$ cat config.mk
export PLATFORM = sky130hd
export DESIGN_NAME = multi_channel_debouncer
export DESIGN_NICKNAME = d
export VERILOG_FILES = /design/src/rtl/multi_channel_debouncer.sv
export SDC_FILE = /design/constraint.sdc
export NUM_CORES = 1
export LEC_CHECK = 0
export CORE_AREA = 2 2 82 84
export DETAILED_ROUTE_END_ITERATION = 10
export DIE_AREA = 0 0 84 86
export DONT_BUFFER_PORTS = 1
export PLACE_DENSITY = 0.66
export SETUP_SLACK_MARGIN = 0.1
export SLEW_MARGIN = 20
export SYNTH_ARGS = -nofsm -noshare
export SYNTH_HDL_FRONTEND = slang
export SYNTH_SLANG_ARGS = --single-unit
export TNS_END_PERCENT = 30
$ cat constraint.sdc
create_clock -name clk -period 2.05 [get_ports clk]
set_input_delay 0.3075 -clock clk [delete_from_list [all_inputs] [get_ports clk]]
set_output_delay 0.3075 -clock clk [all_outputs]
set_load 0.02 [all_outputs]
$ cat src/rtl/multi_channel_debouncer.sv
// multi_channel_debouncer: per-channel synchroniser + counter debounce with registered rise/fall pulses (glitch status under DEBOUNCE_GLITCH_STATUS_EN)
module multi_channel_debouncer #(
    parameter int CHANNELS    = 4,
    parameter int CNT_W       = 8,
    parameter int SYNC_STAGES = 2
) (
    input  logic                clk,
    input  logic                rst_n,
    input  logic                enable,
    input  logic [CNT_W-1:0]    threshold,
    input  logic [CHANNELS-1:0] din,
`ifdef DEBOUNCE_GLITCH_STATUS_EN
    input  logic                glitch_clr,
    output logic [CHANNELS-1:0] glitch_flag,
`endif
    output logic [CHANNELS-1:0] dout,
    output logic [CHANNELS-1:0] rise,
    output logic [CHANNELS-1:0] fall
);
    logic [SYNC_STAGES-1:0][CHANNELS-1:0] sync_q;
    logic [CHANNELS-1:0][CNT_W-1:0]       cnt_q, cnt_d;
    logic [CHANNELS-1:0]                  s, dout_q, dout_d, rise_q, rise_d, fall_q, fall_d;

    assign s    = sync_q[SYNC_STAGES-1];
    assign dout = dout_q;
    assign rise = rise_q;
    assign fall = fall_q;

    // Synchroniser chain, free-running so it stays current while filtering is disabled
    always_ff @(posedge clk or negedge rst_n) begin
        if (!rst_n) sync_q <= '0;
        else begin
            sync_q[0] <= din;
            for (int k = 1; k < SYNC_STAGES; k++) sync_q[k] <= sync_q[k-1];
        end
    end

    // Debounce decision: reset count on agreement, accept once the count reaches the threshold
    always_comb begin
        cnt_d  = cnt_q;
        dout_d = dout_q;
        rise_d = '0;
        fall_d = '0;
        for (int c = 0; c < CHANNELS; c++) begin
            if (!enable || s[c] == dout_q[c]) cnt_d[c] = '0;
            else if (cnt_q[c] >= threshold) begin
                cnt_d[c]  = '0;
                dout_d[c] = s[c];
                rise_d[c] = s[c];
                fall_d[c] = ~s[c];
            end
            else cnt_d[c] = cnt_q[c] + 1'b1;
        end
    end

    // Filter state and edge pulses
    always_ff @(posedge clk or negedge rst_n) begin
        if (!rst_n) begin
            cnt_q  <= '0;
            dout_q <= '0;
            rise_q <= '0;
            fall_q <= '0;
        end else begin
            cnt_q  <= cnt_d;
            dout_q <= dout_d;
            rise_q <= rise_d;
            fall_q <= fall_d;
        end
    end

`ifdef DEBOUNCE_GLITCH_STATUS_EN
    logic [CHANNELS-1:0] glitch_q, glitch_d;

    assign glitch_flag = glitch_q;

    // Sticky rejected-pulse flags; a same-cycle set beats the clear, frozen while disabled
    always_comb begin
        glitch_d = glitch_q;
        for (int c = 0; c < CHANNELS; c++)
            if (enable) glitch_d[c] = (glitch_q[c] & ~glitch_clr) | (s[c] == dout_q[c] && cnt_q[c] != '0);
    end

    // Glitch flag register
    always_ff @(posedge clk or negedge rst_n) begin
        if (!rst_n) glitch_q <= '0;
        else glitch_q <= glitch_d;
    end
`endif
endmodule

# After elaboration in Yosys (flattened, before gate mapping)
# Index checks and enable logic that the tools add are counted.
word_totals:
  register_bits: 52
  input_bits: 15
  elab_cells: 65
op_classes:
  addsub: 4
  n_lt_le_gt_ge: 4
  n_eq_ne: 4
  muxes: 24
  bitwise_logic: 8
  reduce_logical: 9
op_table:
  columns: ["operator", "n"]
  rows:
  - ["2-to-1 mux 8 bit", 8]
  - ["adder 8 x 1 -> 8 bit, second input constant", 4]
  - [">= comparator 8 bit", 4]
  - ["2-to-1 mux 1 bit", 16]
  - ["NOT 1 bit", 8]
  - ["AND reduction 2 bit", 4]
  - ["== test 1 bit", 4]
  - ["logical OR 1 bit", 4]
  - ["logical NOT 1 bit", 1]

# Depth between registers and ports, before layout
depth:
  word_depth: 4
  ltp_mapped: 8
  ltp_nobuf: 7

# Least setup slack after synthesis
# Ideal clock, no wire load.
synth_path:
  kind: "flip-flop to flip-flop"
  startpoint: "reg cnt_q[21] (netlist bit)"
  endpoint: "reg dout_q[2] (netlist: dout[2])"
  setup_time_ns: 0.125
  arrival_ns: 1.705
  required_ns: 1.925
  slack_ns: 0.220
  stages_incl_launch_ff: 7
  n_path_buf: 0
  path_cell_list: "dfrtp_1 > ha_1 > a211oi_1 > nor2_1 > or2_2 > o21ai_0 > mux2_2"
synth_via:
  elab_chain_cells: 2
synth_lines:
  columns: ["item", "line_no", "text"]
  rows:
  - ["start: declaration", "21", "logic [CHANNELS-1:0][CNT_W-1:0] cnt_q, cnt_d;"]
  - ["start signal: assignment", "64", "cnt_q <= cnt_d;"]
  - [">= comparator 8 bit", "46", "else if (cnt_q[c] >= threshold) begin"]
  - ["AND reduction 2 bit (no line)", null, null]
  - ["end signal: assignment", "65", "dout_q <= dout_d;"]
  - ["end: declaration", "22", "logic [CHANNELS-1:0] s, dout_q, dout_d, rise_q, rise_d, fall_q, fall_d;"]
# No other way between the ends.
# A chain may end at the register's enable or synchronous reset.

# Worst setup path in the final report
layout_path:
  startpoint: "reg cnt_q[13] (netlist bit)"
  endpoint: "reg dout_q[1] (netlist: dout[1])"
# Same word-level chain as after synthesis.

==> summary.md <==
| Metric | Value |
|---|---|
| Synthesized area | `2880 um2` |
| XOR/XNOR Fraction of Synth Area | `0.0852` |
| Crit path buf inv count | `0` |
| Logic gate share of total power | `0.102` |
| Commonest non-fill, non-tap cell in the layout | `dfrtp_1` |
| Final Non-Filler Cells | `354` |
| Synth Register Bits | `52` |
| DRT iter0 DRCs | `101` |
| Clk sinks | `52` |
| Vias | `1,869` |
| CP arrival | `2100 ps` |
| Port Buffer Count | `0` |
| DRT antenna net count | `0` |
| CP peak stage delay | `420 ps` |
| Area delta synth->final | `10.2%` |
| Area share of and/or/nand/nor cells after synthesis | `0.184` |
| Post-Synthesis Cells | `263` |
| Drt pass-1 iters | `4` |
| Row Count | `29` |
| Period utilization | `0.927` |
| H-tree depth | `2` |
| Synth Net Count | `314` |
| VDD IR max | `0.000377 V` |
| N_diodes | `0` |
| Largest family of logic cells by synthesized area | `simple AND/OR/NAND/NOR gates` |
| Worst Setup End Kind | `register` |
| Wire per inst | `14.8 um` |
| Critical path type | `reg -> reg` |
| Die width | `84 um` |
| Final Max Tran Viols | `0` |
| Vias in the first global route | `1,916` |
| Post-synth cell types | `32` |
| Clock Latency Late Sink | `300 ps` |
| Top_reg_cell synth | `dfrtp_1` |
| Initial antenna violation count | `0` |
| Hold Violations, Final | `0` |
| LEAKAGE | `1.55 nW` |
| Hold Path Class | `in -> reg` |
| Max Clock Freq | `526 MHz` |
| Drt total wl | `5.25 mm` |
| Die Span Y | `86 um` |
| Vias per cell | `5.28` |
| Post-route setup TNS | `0 ps` |
| Critical-path top delay cell | `dfrtp_1` |
| Total CTS buffers | `5` |
| Max Fanout on Critical Path | `3` |
| Gr usage total | `0.159` |
| Syn avg cell area | `10.9 um2` |
| Post-synth ARST share | `1.00` |
| Initial Utilization | `0.458` |
| Final Wtd Congestion | `0.794` |
| Final Critical Period | `1900 ps` |
| NetSw | `508 uW` |
| Max cap viols | `0` |
| I/O Pins | `27` |
| Fraction of layout cells with a size suffix above 1 | `0.134` |
| CTS root buf | `clkbuf_8` |
| Longest Clk Path Bufs | `2` |
| Critical path, cell by cell | `ha_1 > a211oi_2 > nor2_1 > or2_2 > o21ai_0 > mux2_2` |
| Largest net degree at the start of global routing | `53` |
| Slew headroom | `0.764` |
| Commonest non-fill, non-tap cells in the layout | `52 x dfrtp_1, 36 x ha_1, 31 x nor2_1` |
| Delay-heaviest family, CP | `flip-flops` |
| Die footprint | `7220 um2` |
| CP required | `2250 ps` |
| Clock skew | `4.19 ps` |
| CTS tree | `built` |
| Internal power | `1.50 mW` |
| Reg clk slew, reported paths | `100 ps` |
| First-pass GRT wire length | `8.91 mm` |
| Hpwl dp | `3.76 mm` |
| Pwr Density | `635 nW/um2` |
| Drt drc | `0` |
| Synth Area in Compound Gates | `0.0800` |
| Worst Tran Pin Value | `352 ps` |
| Switching Fraction | `0.252` |
| Dpl cells | `338` |
| Final nets | `327` |
| Clock power share | `0.354` |
| Ys Warns | `0` |
| RSZ-0062 raised after global routing | `yes` |
| Core ar. | `6280 um2` |
| Post-synthesis sequential area ratio | `0.452` |
| Adder-cell share of the synthesized area | `0.157` |
| Startpoint Class | `register` |
| Post-synth EDFFs | `0` |
| Mux contribution to synthesized area | `0.0157` |
| Status | `finished clean` |
| Final setup fails | `0` |
| Gr ovfl total | `0` |
| Flop pwr share | `0.544` |
-- worst paths after layout --
path | from | end | slack [ps] | cells past startpoint
worst max-delay path | cnt_q[13]$_DFF_PN0_ | dout[1]$_DFFE_PN0P_ | 150 | 6
worst min-delay path | din[1] | sync_q[1]$_DFF_PN0_ | 20 | 0
worst max register to register | cnt_q[13]$_DFF_PN0_ | dout[1]$_DFFE_PN0P_ | 150 | 6
worst min register to register | sync_q[3]$_DFF_PN0_ | s[3]$_DFF_PN0_ | 360 | 0
max in group asynchronous | rst_n | cnt_q[15]$_DFF_PN0_ | 1310 | 2
min in group asynchronous | rst_n | cnt_q[8]$_DFF_PN0_ | 500 | 2
-- power groups by stage --
stage | combinational [mW] | sequential [mW] | clock, mW
detailed placement | 0.171 | 1.12 | 0
floorplan | 0.145 | 1.11 | 0
global placement | 0.165 | 1.11 | 0
global route | 0.238 | 1.10 | 0.761
finish | 0.205 | 1.09 | 0.713
CTS | 0.204 | 1.10 | 0.734
-- cell type report --
type	instances	area [um2]
flip-flops and latches	52	1300
repair buffers	9	97.6
clock inverters	3	42.5
clock buffers	5	68.8
well taps	77	96.3
inverters	13	48.8
multi-input cells	195	1520
fillers	566	3110
-- synthesized netlist by cell type, types with 5 or more instances --
| cell | number | area share |
|---|---|---|
| nor2_1 | 31 | 0.040 |
| o21ai_0 | 6 | 0.010 |
| nand2_1 | 8 | 0.010 |
| xor2_1 | 23 | 0.070 |
| xnor2_1 | 5 | 0.015 |
| ha_1 | 36 | 0.16 |
| nand3_1 | 19 | 0.033 |
| dfrtp_1 | 52 | 0.45 |
| and3_1 | 10 | 0.022 |
| nor2_2 | 6 | 0.013 |
| a21oi_1 | 6 | 0.010 |
| o21a_1 | 6 | 0.016 |
| inv_1 | 13 | 0.017 |
-- flip-flops by register name (all words and copies together) (netlist names) --
name,flops
fall,4
sync_q,4
dout,4
rise,4
s,4
cnt_q,32
-- metrics by stage --
stage / utilization / power, mW / hold WS (ps) / setup slack (ps) / area, um2
floorplan: - / 1.25 / 11.9 / 220 / 2880
detailed placement: 0.471 / 1.29 / 14.0 / 65.7 / 2950
global placement: 0.471 / 1.28 / 13.9 / 126 / 2950
CTS: 0.497 / 2.03 / 7.97 / 107 / 3120
global route: 0.505 / 2.10 / 6.47 / 63.5 / 3170
finish: 0.505 / 2.01 / 19.7 / 150 / 3170
-- routing by layer --
metal	share of wire	track usage	vias up
li1	-	-	935
met1	0.46	0.190	907
met2	0.49	0.277	23
met3	0.035	0.0433	4
met4	0.014	0.0543	0
met5	0	0	-
-- cell families after synthesis --
group | Yosys count
DFF | 52
muxes | 4
buffers and inverters | 16
adders and majority gates | 36
and+or+nand+nor | 99
xor gates and xnor gates | 28
AOI/OAI and AO/OA | 28
-- what timing repair did --
action | in CTS | in global routing
setup endpoints to repair | 9 | 20
resized for setup | 2 | 3
buffers inserted | 1 | 2
endpoints found under the hold margin | 52 | 3
hold buffers | 2 | 3
Note: power is estimated with default switching activity, not from simulation.
==> patch, RTL diff (same flow settings) <==
Add a define of `DEBOUNCE_GLITCH_STATUS_EN`.
--- a/src/rtl/multi_channel_debouncer.sv
+++ b/src/rtl/multi_channel_debouncer.sv
@@ -1,2 +1,4 @@
 // multi_channel_debouncer: per-channel synchroniser + counter debounce with registered rise/fall pulses (glitch status under DEBOUNCE_GLITCH_STATUS_EN)
+`define DEBOUNCE_GLITCH_STATUS_EN
+
 module multi_channel_debouncer #(
Ports: changed (added glitch_clr and glitch_flag); port bits go from 27 to 32. The function was not compared with the original's and may differ.
==> patch against the unedited design <==
Cell count increased by 9.6%. Sequential cell count increased by 4. Sequential share of layout area decreased by 0.73 points. Routed wire length increased by 18%. Power increased by 2.7%. Design area increased by 9.8%. Fmax increased by 0.88%. Sequential power increased by 12%. Non-clock buffer count increased by 5. Area after synthesis increased by 9.7%. Worst setup slack improved by 16 ps. Critical endpoint is now cnt_q[20].
==> patch: results (changes against the unedited design) <==
{| class="wikitable"
! Metric !! Value
|-
| Reg area || 0.00140 mm2 (+7.9%)
|-
| Wire length of the first global-routing pass || 10400 um (+17%)
|-
| Source of the worst hold timing path || din[2]
|-
| Invs w/o clock || 18 (+5)
|-
| Worst path setup slack after routing || 166 ps (+16.5 ps)
|-
| First-iteration detailed-routing DRC count || 94 (-6.9%)
|-
| Fraction of standard cell area that is sequential || 0.403 (-0.00726)
|-
| Routed via count || 2129 (+14%)
|-
| Share of total power in the clock network || 0.282 (-0.072)
|-
| Combined global-route utilization of all metal layers || 0.182 (+0.0231)
|-
| Number of cells upsized or downsized after cts || 0 (-2)
|-
| Final HPWL from detailed placement || 4510 um (+20%)
|-
| Seq Cell Count || 56 (+7.7%)
|-
| Syn-to-layout area delta || 10.3%
|-
| Fraction of the mapped netlist area in adder cells || 0.159 (+0.00202)
|-
| Top delay family on crit path || compound AO/OA/AOI/OAI gates
|-
| Switching Share || 0.276 (+0.0234)
|-
| Worst hold endpoint || sync_q[2]
|-
| Layout Skew || 5.56 ps (+1.36 ps)
|-
| Largest net degree at the start of global routing || 57 (+7.5%)
|-
| Multi-input combinational cell count || 216 (+11%)
|-
| Clock buffers and inverters, area share || 0.0234 (-0.0118)
|-
| Post-place setup slack || 69.6 ps (+3.84 ps)
|-
| Share of post-route cells with drive strength above 1 || 0.164 (+0.0304)
|-
| Static leakage || 1.70 nW (+9.6%)
|-
| Non-clock buffer area fraction after layout || 0.0402 (+0.00946)
|-
| Plain + repair buffers || 14 (+5)
|-
| Multi-input logic area || 0.00169 mm2 (+12%)
|-
| Xor/xnor share of the synthesized area || 0.0777 (-0.00753)
|-
| Via count of the first global-routing pass || 2177 (+14%)
|-
| Max IR drop VDD || 0.429 mV (+14%)
|-
| Crit path max fanout || 8 (+5)
|-
| Pwr/cell area || 593 mW/mm2 (-6.5%)
|-
| Count of cell types in the netlist || 35 (+9.4%)
|-
| Number of max-capacitance violations reported || 0 (unchanged)
|-
| Longest individual stage delay on the worst path || 460 ps (+40 ps)
|-
| Outcome || finished clean
|-
| Post-layout util || 0.555 (+0.0496)
|-
| Post-placement cell area || 0.00329 mm2 (+11%)
|-
| Commonest cells post-synth || sky130_fd_sc_hd__dfrtp_1, sky130_fd_sc_hd__ha_1, sky130_fd_sc_hd__nor2_1
|-
| Beginning of the worst register-to-register path || cnt_q[17]
|-
| Area fraction in compound gates after synthesis || 0.0824 (+0.00244)
|-
| Final routed wirelength across all metal layers || 6190 um (+18%)
|-
| Fraction of synthesized area in multiplexers || 0.0143 (-0.00138)
|-
| Share of power burned in combinational logic || 0.130 (+0.028)
|-
| Most area-consuming cells after synthesis || sky130_fd_sc_hd__dfrtp_1, sky130_fd_sc_hd__ha_1, sky130_fd_sc_hd__xor2_1, sky130_fd_sc_hd__nor2_1, sky130_fd_sc_hd__nand3_1
|-
| Net Count, Synth || 349 (+11%)
|-
| End of the critical path || cnt_q[20]
|-
| Routability congestion estimate || 0.780 (-1.7%)
|}
## patch: changes by cell type after synthesis, moves of 4 or more
cell                      delta
sky130_fd_sc_hd__inv_1       +5
sky130_fd_sc_hd__ha_1        +4
sky130_fd_sc_hd__dfrtp_1     +4
sky130_fd_sc_hd__nor4_1      +4
sky130_fd_sc_hd__or4b_2      +4
sky130_fd_sc_hd__o31ai_1     +4
sky130_fd_sc_hd__nand2_1     +5
## patch: metrics by stage
step	hold slack, ps	std cells
floorplan	11.9	293
global placement	14.1	374
detailed placement	14.2	374
CTS	13.6	384
global route	2.92	388
finish	18.9	388
## patch: layer usage
| layer | up-vias | wire length (um) | track usage | share of wire |
|---|---|---|---|---|
| met5 | - | 0 | 0 | 0 |
| met4 | 0 | 57 | 0.0425 | 0.0092 |
| met3 | 4 | 262 | 0.0500 | 0.042 |
| met2 | 26 | 2960 | 0.297 | 0.48 |
| met1 | 1041 | 2920 | 0.242 | 0.47 |
| li1 | 1058 | - | - | - |
